`src/rtl/sw_lpf_coeff_ctrl.sv`:
```
// Coefficient shadow/active bank controller for the 8-tap SW lowpass filter.
// Host writes land in the shadow bank; a commit swaps it into the active bank at sync, then the output is blanked for the flush.
module sw_lpf_coeff_ctrl #(
  parameter int    COEFFBITS    = 18,
  parameter int    UPSHIFT_14   = 3,
  parameter int    UPSHIFT_23   = 4,
  parameter int    FLUSH_CYCLES = 14,
  parameter string REQUIRE_SYNC = "TRUE"
) (
  input  logic                      clk_i,
  input  logic                      rst_ni,
  input  logic                      wr_i,
  input  logic [2:0]                waddr_i,
  input  logic [COEFFBITS-1:0]      wdata_i,
  input  logic                      commit_i,
  input  logic                      sync_i,
  output logic [7:0][COEFFBITS-1:0] coeff_o,
  output logic                      valid_o,
  output logic                      busy_o,
  output logic                      err_o
);

  typedef enum logic [1:0] {IDLE, ARMED, FLUSH} state_e;

  localparam bit         SYNC_REQ   = (REQUIRE_SYNC == "TRUE");
  localparam logic [7:0] CHAIN14    = 8'b1001_1001;  // taps 0,3,4,7 belong to the 1/4 chain
  localparam logic [7:0] FLUSH_INIT = 8'(FLUSH_CYCLES - 1);

  function automatic logic [COEFFBITS-1:0] dflt(input int i);
    int d;
    case (i)
      0:       d = -23;
      1:       d = 105;
      2:       d = -263;
      3:       d = 526;
      4:       d = -949;
      5:       d = 1672;
      6:       d = -3216;
      default: d = 10342;
    endcase
    return COEFFBITS'(d);
  endfunction

  function automatic logic [COEFFBITS-1:0] upshift(input logic [COEFFBITS-1:0] v, input int i);
    return CHAIN14[i] ? (v << UPSHIFT_14) : (v << UPSHIFT_23);
  endfunction

  state_e                      state_q, state_d;
  logic [7:0]                  cnt_q, cnt_d;
  logic                        err_q, err_d;
  logic [7:0][COEFFBITS-1:0]   shadow_q;
  logic [7:0][COEFFBITS-1:0]   active_q;   // holds already-upshifted values
  logic                        fit14, fit23, wr_ok, swap;

  // The bits shifted out plus the new sign bit must all agree, otherwise the shift loses sign.
  assign fit14 = (wdata_i[COEFFBITS-1 -: UPSHIFT_14+1] == '0) ||
                 (wdata_i[COEFFBITS-1 -: UPSHIFT_14+1] == '1);
  assign fit23 = (wdata_i[COEFFBITS-1 -: UPSHIFT_23+1] == '0) ||
                 (wdata_i[COEFFBITS-1 -: UPSHIFT_23+1] == '1);
  assign wr_ok = wr_i && (CHAIN14[waddr_i] ? fit14 : fit23) && (state_q != ARMED);
  assign err_d = (wr_i && !wr_ok) || (commit_i && (state_q != IDLE));

  always_comb begin
    state_d = state_q;
    cnt_d   = cnt_q;
    swap    = 1'b0;
    case (state_q)
      IDLE:  if (commit_i) state_d = ARMED;
      ARMED: if (sync_i || !SYNC_REQ) begin
        swap    = 1'b1;
        cnt_d   = FLUSH_INIT;
        state_d = FLUSH;
      end
      FLUSH: if (cnt_q == 8'd0) state_d = IDLE;
             else               cnt_d   = cnt_q - 8'd1;
      default: state_d = IDLE;
    endcase
  end

  always_ff @(posedge clk_i) begin
    if (!rst_ni) begin
      state_q <= FLUSH;
      cnt_q   <= FLUSH_INIT;
      err_q   <= 1'b0;
      for (int i = 0; i < 8; i++) begin
        shadow_q[i] <= dflt(i);
        active_q[i] <= upshift(dflt(i), i);
      end
    end else begin
      state_q <= state_d;
      cnt_q   <= cnt_d;
      err_q   <= err_d;
      if (wr_ok) shadow_q[waddr_i] <= wdata_i;
      if (swap)
        for (int i = 0; i < 8; i++) active_q[i] <= upshift(shadow_q[i], i);
    end
  end

  assign coeff_o = active_q;
  assign valid_o = (state_q != FLUSH);
  assign busy_o  = (state_q != IDLE);
  assign err_o   = err_q;

endmodule

```
`config.mk`:
```
export PLATFORM = sky130hd
export DESIGN_NAME = sw_lpf_coeff_ctrl
export DESIGN_NICKNAME = d
export VERILOG_FILES = /design/src/rtl/sw_lpf_coeff_ctrl.sv
export SDC_FILE = /design/constraint.sdc
export NUM_CORES = 1
export LEC_CHECK = 0
export ABC_AREA = 1
export BUFFER_PORTS_ARGS = -buffer_cell sky130_fd_sc_hd__buf_4
export CORE_UTILIZATION = 35
export DETAILED_ROUTE_END_ITERATION = 7
export PLACE_DENSITY = 0.68
export SLEW_MARGIN = 25
export SYNTH_ARGS = -nofsm -noshare
export SYNTH_HDL_FRONTEND = slang
export SYNTH_SLANG_ARGS = --single-unit
```
`constraint.sdc`:
```
create_clock -name clk_i -period 1.39 [get_ports clk_i]
set_input_delay 0.3475 -clock clk_i [delete_from_list [all_inputs] [get_ports clk_i]]
set_output_delay 0.3475 -clock clk_i [all_outputs]
set_load 0.1 [all_outputs]
```
# After elaboration in Yosys (flattened, before gate mapping)
# Memories as Yosys holds them, arrays and structs flattened.
# Index checks and enable logic that the tools add are counted.
# classes
add_sub_neg	1
multipliers	0
n_div	0
magnitude_cmp	2
n_eq_ne	10
shifts	0
mux	14
bitwise	0
reduce_logical	17
# ops
operator	n
$bwmux W144	1
$demux W18 S3	1
$mux W18	1
$mux W8	2
$pmux W8 S2	1
$ne A2 B2 Y1 const B	5
$logic_not A8 Y1	1
$sub A8 B1 Y8 const B	1
$mux W2	3
$pmux W2 S3	1
$reduce_and A3 Y1	2
$eq A5 B5 Y1 const B	1
$logic_and A1 B1 Y1	5
$logic_not A5 Y1	1
$eq A4 B4 Y1 const B	1
$logic_not A4 Y1	1
$lt A3 B4 Y1 const B	1
$mux W1	4
$reduce_bool A2 Y1	2
$ge A3 B1 Y1 const B	1
$logic_or A1 B1 Y1	3
$eq A2 B1 Y1 const B	1
$eq A2 B2 Y1 const B	1
$logic_not A2 Y1	1
2 further kinds	2
# totals
register_bits	271
latch_bits	0
mem_bits_rw	0
mem_bits_ro	8
in_bits	26
output_inout_bits	147
word_cells	64
mem_count	1
# mem_list
name	words	word_bits	rd	rd_ports_with_merged_regs	write_ports	line_no	text
(no name shown)	8	1	1	0	0	60	assign wr_ok = wr_i && (CHAIN14[waddr_i] ? fit14 : fit23) && (state_q != ARMED);

# Longest topological paths before layout
# logic_depth
word_depth	8
depth_mapped	11
depth_no_buf	10

# Least setup slack after synthesis
# Ideal clock, no wire load.
# synth_timing
kind	reg2reg
startpoint	register state_q[1]
endpoint	register cnt_q[3]
setup_time_ps	79
arrival_time_ps	2062
path_slack_ps	-751
stages_incl_launch_ff	8
synth_period_minus_slack_ps	2141
cell_sequence	dfxtp_1 -> inv_1 -> nor2_1 -> clkinv_1 -> o21ai_0 -> buf_2 -> o21ai_0 -> o211ai_1
# synth_between
elab_chain_cells	3
# synth_lines
element	line_no	text
start: declaration	48	state_e state_q, state_d;
start signal: assignment	90	state_q <= state_d;
$eq A2 B2 Y1 / $eq A2 B1 Y1 (equally long branches)	67	case (state_q)
$ne A2 B2 Y1 (no source line) / $reduce_bool A2 Y1 (equally long branches)	--	
$reduce_and A3 Y1 (no source line)	--	
end signal: assignment	91	cnt_q <= cnt_d;
end: declaration	49	logic [7:0] cnt_q, cnt_d;
# Several ways; a longest one is shown, not always the timed one.
# A chain may end at the register's enable or synchronous reset.

# Worst setup path after layout
# layout_timing
startpoint	register state_q[1]
endpoint	output valid_o
# layout_between
elab_chain_cells	1
# layout_lines
element	line_no	text
$ne A2 B2 Y1	100	assign valid_o = (state_q != FLUSH);
end: declaration	18	output logic valid_o,
# Every way passes these cells.

==> flow_summary.json <==
{
  "outcome": "finished with violations",
  "violated_checks": "negative setup slack",
  "power_mw": 15.1,
  "portBuffers": 144,
  "grt_pass1_wl_um": 43000,
  "vias_in_the_first_global_route": 7977,
  "route.antenna.remaining_nets": 0,
  "design.portCount": 173,
  "cts_sinks": 243,
  "comb_power_share": 0.092,
  "power.share.clock": 0.443,
  "worst_slew_pin_slew_ps": 901,
  "slew_violations": 0,
  "final_core_utilization": 0.584,
  "hpwlAfterDp_um": 18400,
  "drc": 0,
  "syn_area_per_cell_um2": 7.45,
  "chipWidth_um": 165,
  "source_to_sink_clock_delay_at_the_later_pin_of_the_worst_skew_pair_ps": 530,
  "synth_seq_area_share": 0.526,
  "critical_path_required_ps": 1040,
  "clk_pin_slew_worst_paths_ps": 60,
  "drive_above_1_share": 0.384,
  "report.final.setup_viol": 234,
  "share_seq_of_total_power": 0.466,
  "slew-limit-headroom": 0.397,
  "finalWeightedCongestion": 0.847,
  "power_leakage_nw": 6.43,
  "unrepaired_setup_endpoints_after_global_routing": "yes",
  "crit_path_arrival_time_ps": 1300,
  "syn_area_mm2": 0.00925,
  "grt_max_degree": 62,
  "timing.final.crit_period_ps": 1650,
  "timing.clock.skew_ps": 16.2,
  "initial_utilization": 0.356,
  "layout_worst_path_cycle_share": 1.19,
  "synthToLayoutAreaGrowth_pct": 64.1,
  "final.setup.worst_slack_ps": -262,
  "root_buffer": "sky130_fd_sc_hd__clkbuf_16",
  "grt_remaining_overflow": 0,
  "drt_pass_1_iters": 7,
  "synth_top_area_share": 0.526,
  "synth_area_leaders": "sky130_fd_sc_hd__dfxtp_1 (53%), sky130_fd_sc_hd__nand2_1 (16%), sky130_fd_sc_hd__nand3_1 (13%)",
  "max_freq_ghz": 0.605,
  "power.density_mw_per_mm2": 993,
  "route.final.wire_length_um": 32400,
  "synthesis.instances": 1241,
  "p_int_mw": 11.3,
  "drv_cap": 0,
  "design.core.area_mm2": 0.0260,
  "worst_hold_path_type": "in2reg",
  "wire_per_inst_um": 17.9,
  "crit_fanout": 3,
  "total_switching_power_mw": 3.83,
  "cts_tree": "built",
  "vias": 9330,
  "peakVddDrop_uv": 800,
  "ys_seq_elements": 243,
  "cts-buffers-inserted": 26,
  "synth_area_leader_cell": "sky130_fd_sc_hd__dfxtp_1",
  "grt_antenna_before_repair": 1,
  "ctsHoldBuffers": 0,
  "worst_setup_path_start_kind": "flip-flop",
  "floorplan.die.height_um": 165,
  "critical_path.endpoint_type": "output port",
  "hold_viol_final": 0,
  "via_per_inst": 5.14,
  "nNetsFinal": 1488,
  "clock_tree.buffer_depth": 3,
  "yosys.cell_types.count": 24,
  "rows": 59,
  "synthesis.yosys.warnings": 0,
  "timing_worst_setup_path_type": "reg2out",
  "design.die.area_mm2": 0.0271,
  "grt.total_usage": 0.200,
  "initialDrtViolationCount": 917,
  "swShare": 0.254,
  "htree_levels": 1
}
[worst max-delay path, stage by stage (launching register included)]
cell,delay [ps]
sky130_fd_sc_hd__dfxtp_2,340
sky130_fd_sc_hd__inv_2,70
sky130_fd_sc_hd__nor2_4,140
sky130_fd_sc_hd__clkinv_4,70
sky130_fd_sc_hd__buf_12,160
[worst paths after layout]
| kind | cells past startpoint | slack, ps | start | end |
|---|---|---|---|---|
| setup / recovery | 4 | -260 | state_q[1] | valid_o |
| hold / removal | 3 | 100 | wdata_i[2] | shadow_q[56] |
| setup reg to reg | 12 | -250 | state_q[0] | shadow_q[1] |
| hold reg to reg | 2 | 450 | shadow_q[19] | coeff_o[23] |
[sequential cells by signal (all words and copies together) (netlist names)]
name,cells
cnt_q,8
shadow_q,116
coeff_o,116
err_o,1
state_q,2
[cells by family after synthesis]
group | after synthesis | synth area share
AND/OR/NAND/NOR | 761 | 0.343
flip-flops | 243 | 0.526
buffers and inverters | 147 | 0.0786
AO/OA/AOI/OAI | 84 | 0.0463
XOR/XNOR | 3 | 0.00284
adder cells (fa/ha/maj) | 2 | 0.00270
other | 1 | 0.000405
[cell usage after synthesis]
cell type	count
sky130_fd_sc_hd__dfxtp_1	243
sky130_fd_sc_hd__buf_2	20
sky130_fd_sc_hd__nand3_1	236
sky130_fd_sc_hd__inv_2	6
sky130_fd_sc_hd__clkbuf_1	42
sky130_fd_sc_hd__buf_1	6
sky130_fd_sc_hd__clkinv_1	4
sky130_fd_sc_hd__nand2_2	1
sky130_fd_sc_hd__nand4_1	1
sky130_fd_sc_hd__conb_1	1
sky130_fd_sc_hd__buf_4	34
sky130_fd_sc_hd__nor2_4	1
sky130_fd_sc_hd__a21oi_1	71
sky130_fd_sc_hd__ha_1	2
sky130_fd_sc_hd__nor3_1	1
sky130_fd_sc_hd__o211ai_1	3
sky130_fd_sc_hd__nand3b_1	1
sky130_fd_sc_hd__inv_1	32
sky130_fd_sc_hd__o21ai_0	10
sky130_fd_sc_hd__buf_6	3
sky130_fd_sc_hd__nand2_1	388
sky130_fd_sc_hd__nand2_4	1
sky130_fd_sc_hd__xor2_1	3
sky130_fd_sc_hd__nor2_1	131
[stage by stage]
stage / cells / TNS (ps) / setup WS [ps] / hold WS, ps / instance area [um2]
floorplan: 1268 / -360 / -19.8 / 429 / 9380
global placement: 1712 / -34580 / -348 / 439 / 11000
detailed placement: 1712 / -39780 / -378 / 442 / 11000
CTS: 1772 / -36760 / -258 / 86.9 / 12700
global route: 1814 / -36060 / -335 / 95.1 / 15200
finish: 1814 / -18800 / -262 / 98.0 / 15200
[final cells by class]
cell class	count	area, um2
Fill cell	2061	10800
Sequential cell	243	5060
Multi-Input combinational cell	881	4530
Timing Repair Buffer	266	4160
Clock buffer	40	785
Tap cell	335	419
Inverter	42	193
Clock inverter	6	40.0
Antenna cell	1	2.50
[power groups by stage]
stage / Clock, mW / Combinational [mW] / Sequential, mW
after detailed placement: 0 / 1.07 / 7.20
final: 6.68 / 1.38 / 7.02
after global placement: 0 / 1.06 / 7.20
after floorplan: 0 / 0.788 / 7.22
after CTS: 6.74 / 1.16 / 7.03
after global routing: 7.06 / 1.45 / 7.03
[placed cells by master (no fill, tap or decap), types with 25 or more instances in the layout]
| cell | n |
|---|---|
| sky130_fd_sc_hd__a21oi_1 | 68 |
| sky130_fd_sc_hd__buf_12 | 142 |
| sky130_fd_sc_hd__buf_4 | 89 |
| sky130_fd_sc_hd__clkbuf_16 | 37 |
| sky130_fd_sc_hd__conb_1 | 28 |
| sky130_fd_sc_hd__dfxtp_1 | 122 |
| sky130_fd_sc_hd__dfxtp_2 | 102 |
| sky130_fd_sc_hd__inv_1 | 25 |
| sky130_fd_sc_hd__nand2_1 | 343 |
| sky130_fd_sc_hd__nand2_2 | 26 |
| sky130_fd_sc_hd__nand3_1 | 181 |
| sky130_fd_sc_hd__nand3_2 | 44 |
| sky130_fd_sc_hd__nor2_1 | 120 |
[timing repair]
item	4_1_cts	5_1_grt
buffers inserted	10	29
hold endpoints to repair	0	0
pin swaps	3	46
gates resized for setup	192	529
gates cloned	5	14
setup endpoints to repair	289	360
[per-layer routing]
layer  GRT usage  vias up  part of all wire
met1       0.266     4398              0.40
li1            -     4384                 -
met3      0.0412      115             0.077
met2       0.325      433              0.48
met4      0.0630        0             0.047
met5           0        -                 0
Note: power is estimated with default switching activity, not from simulation.
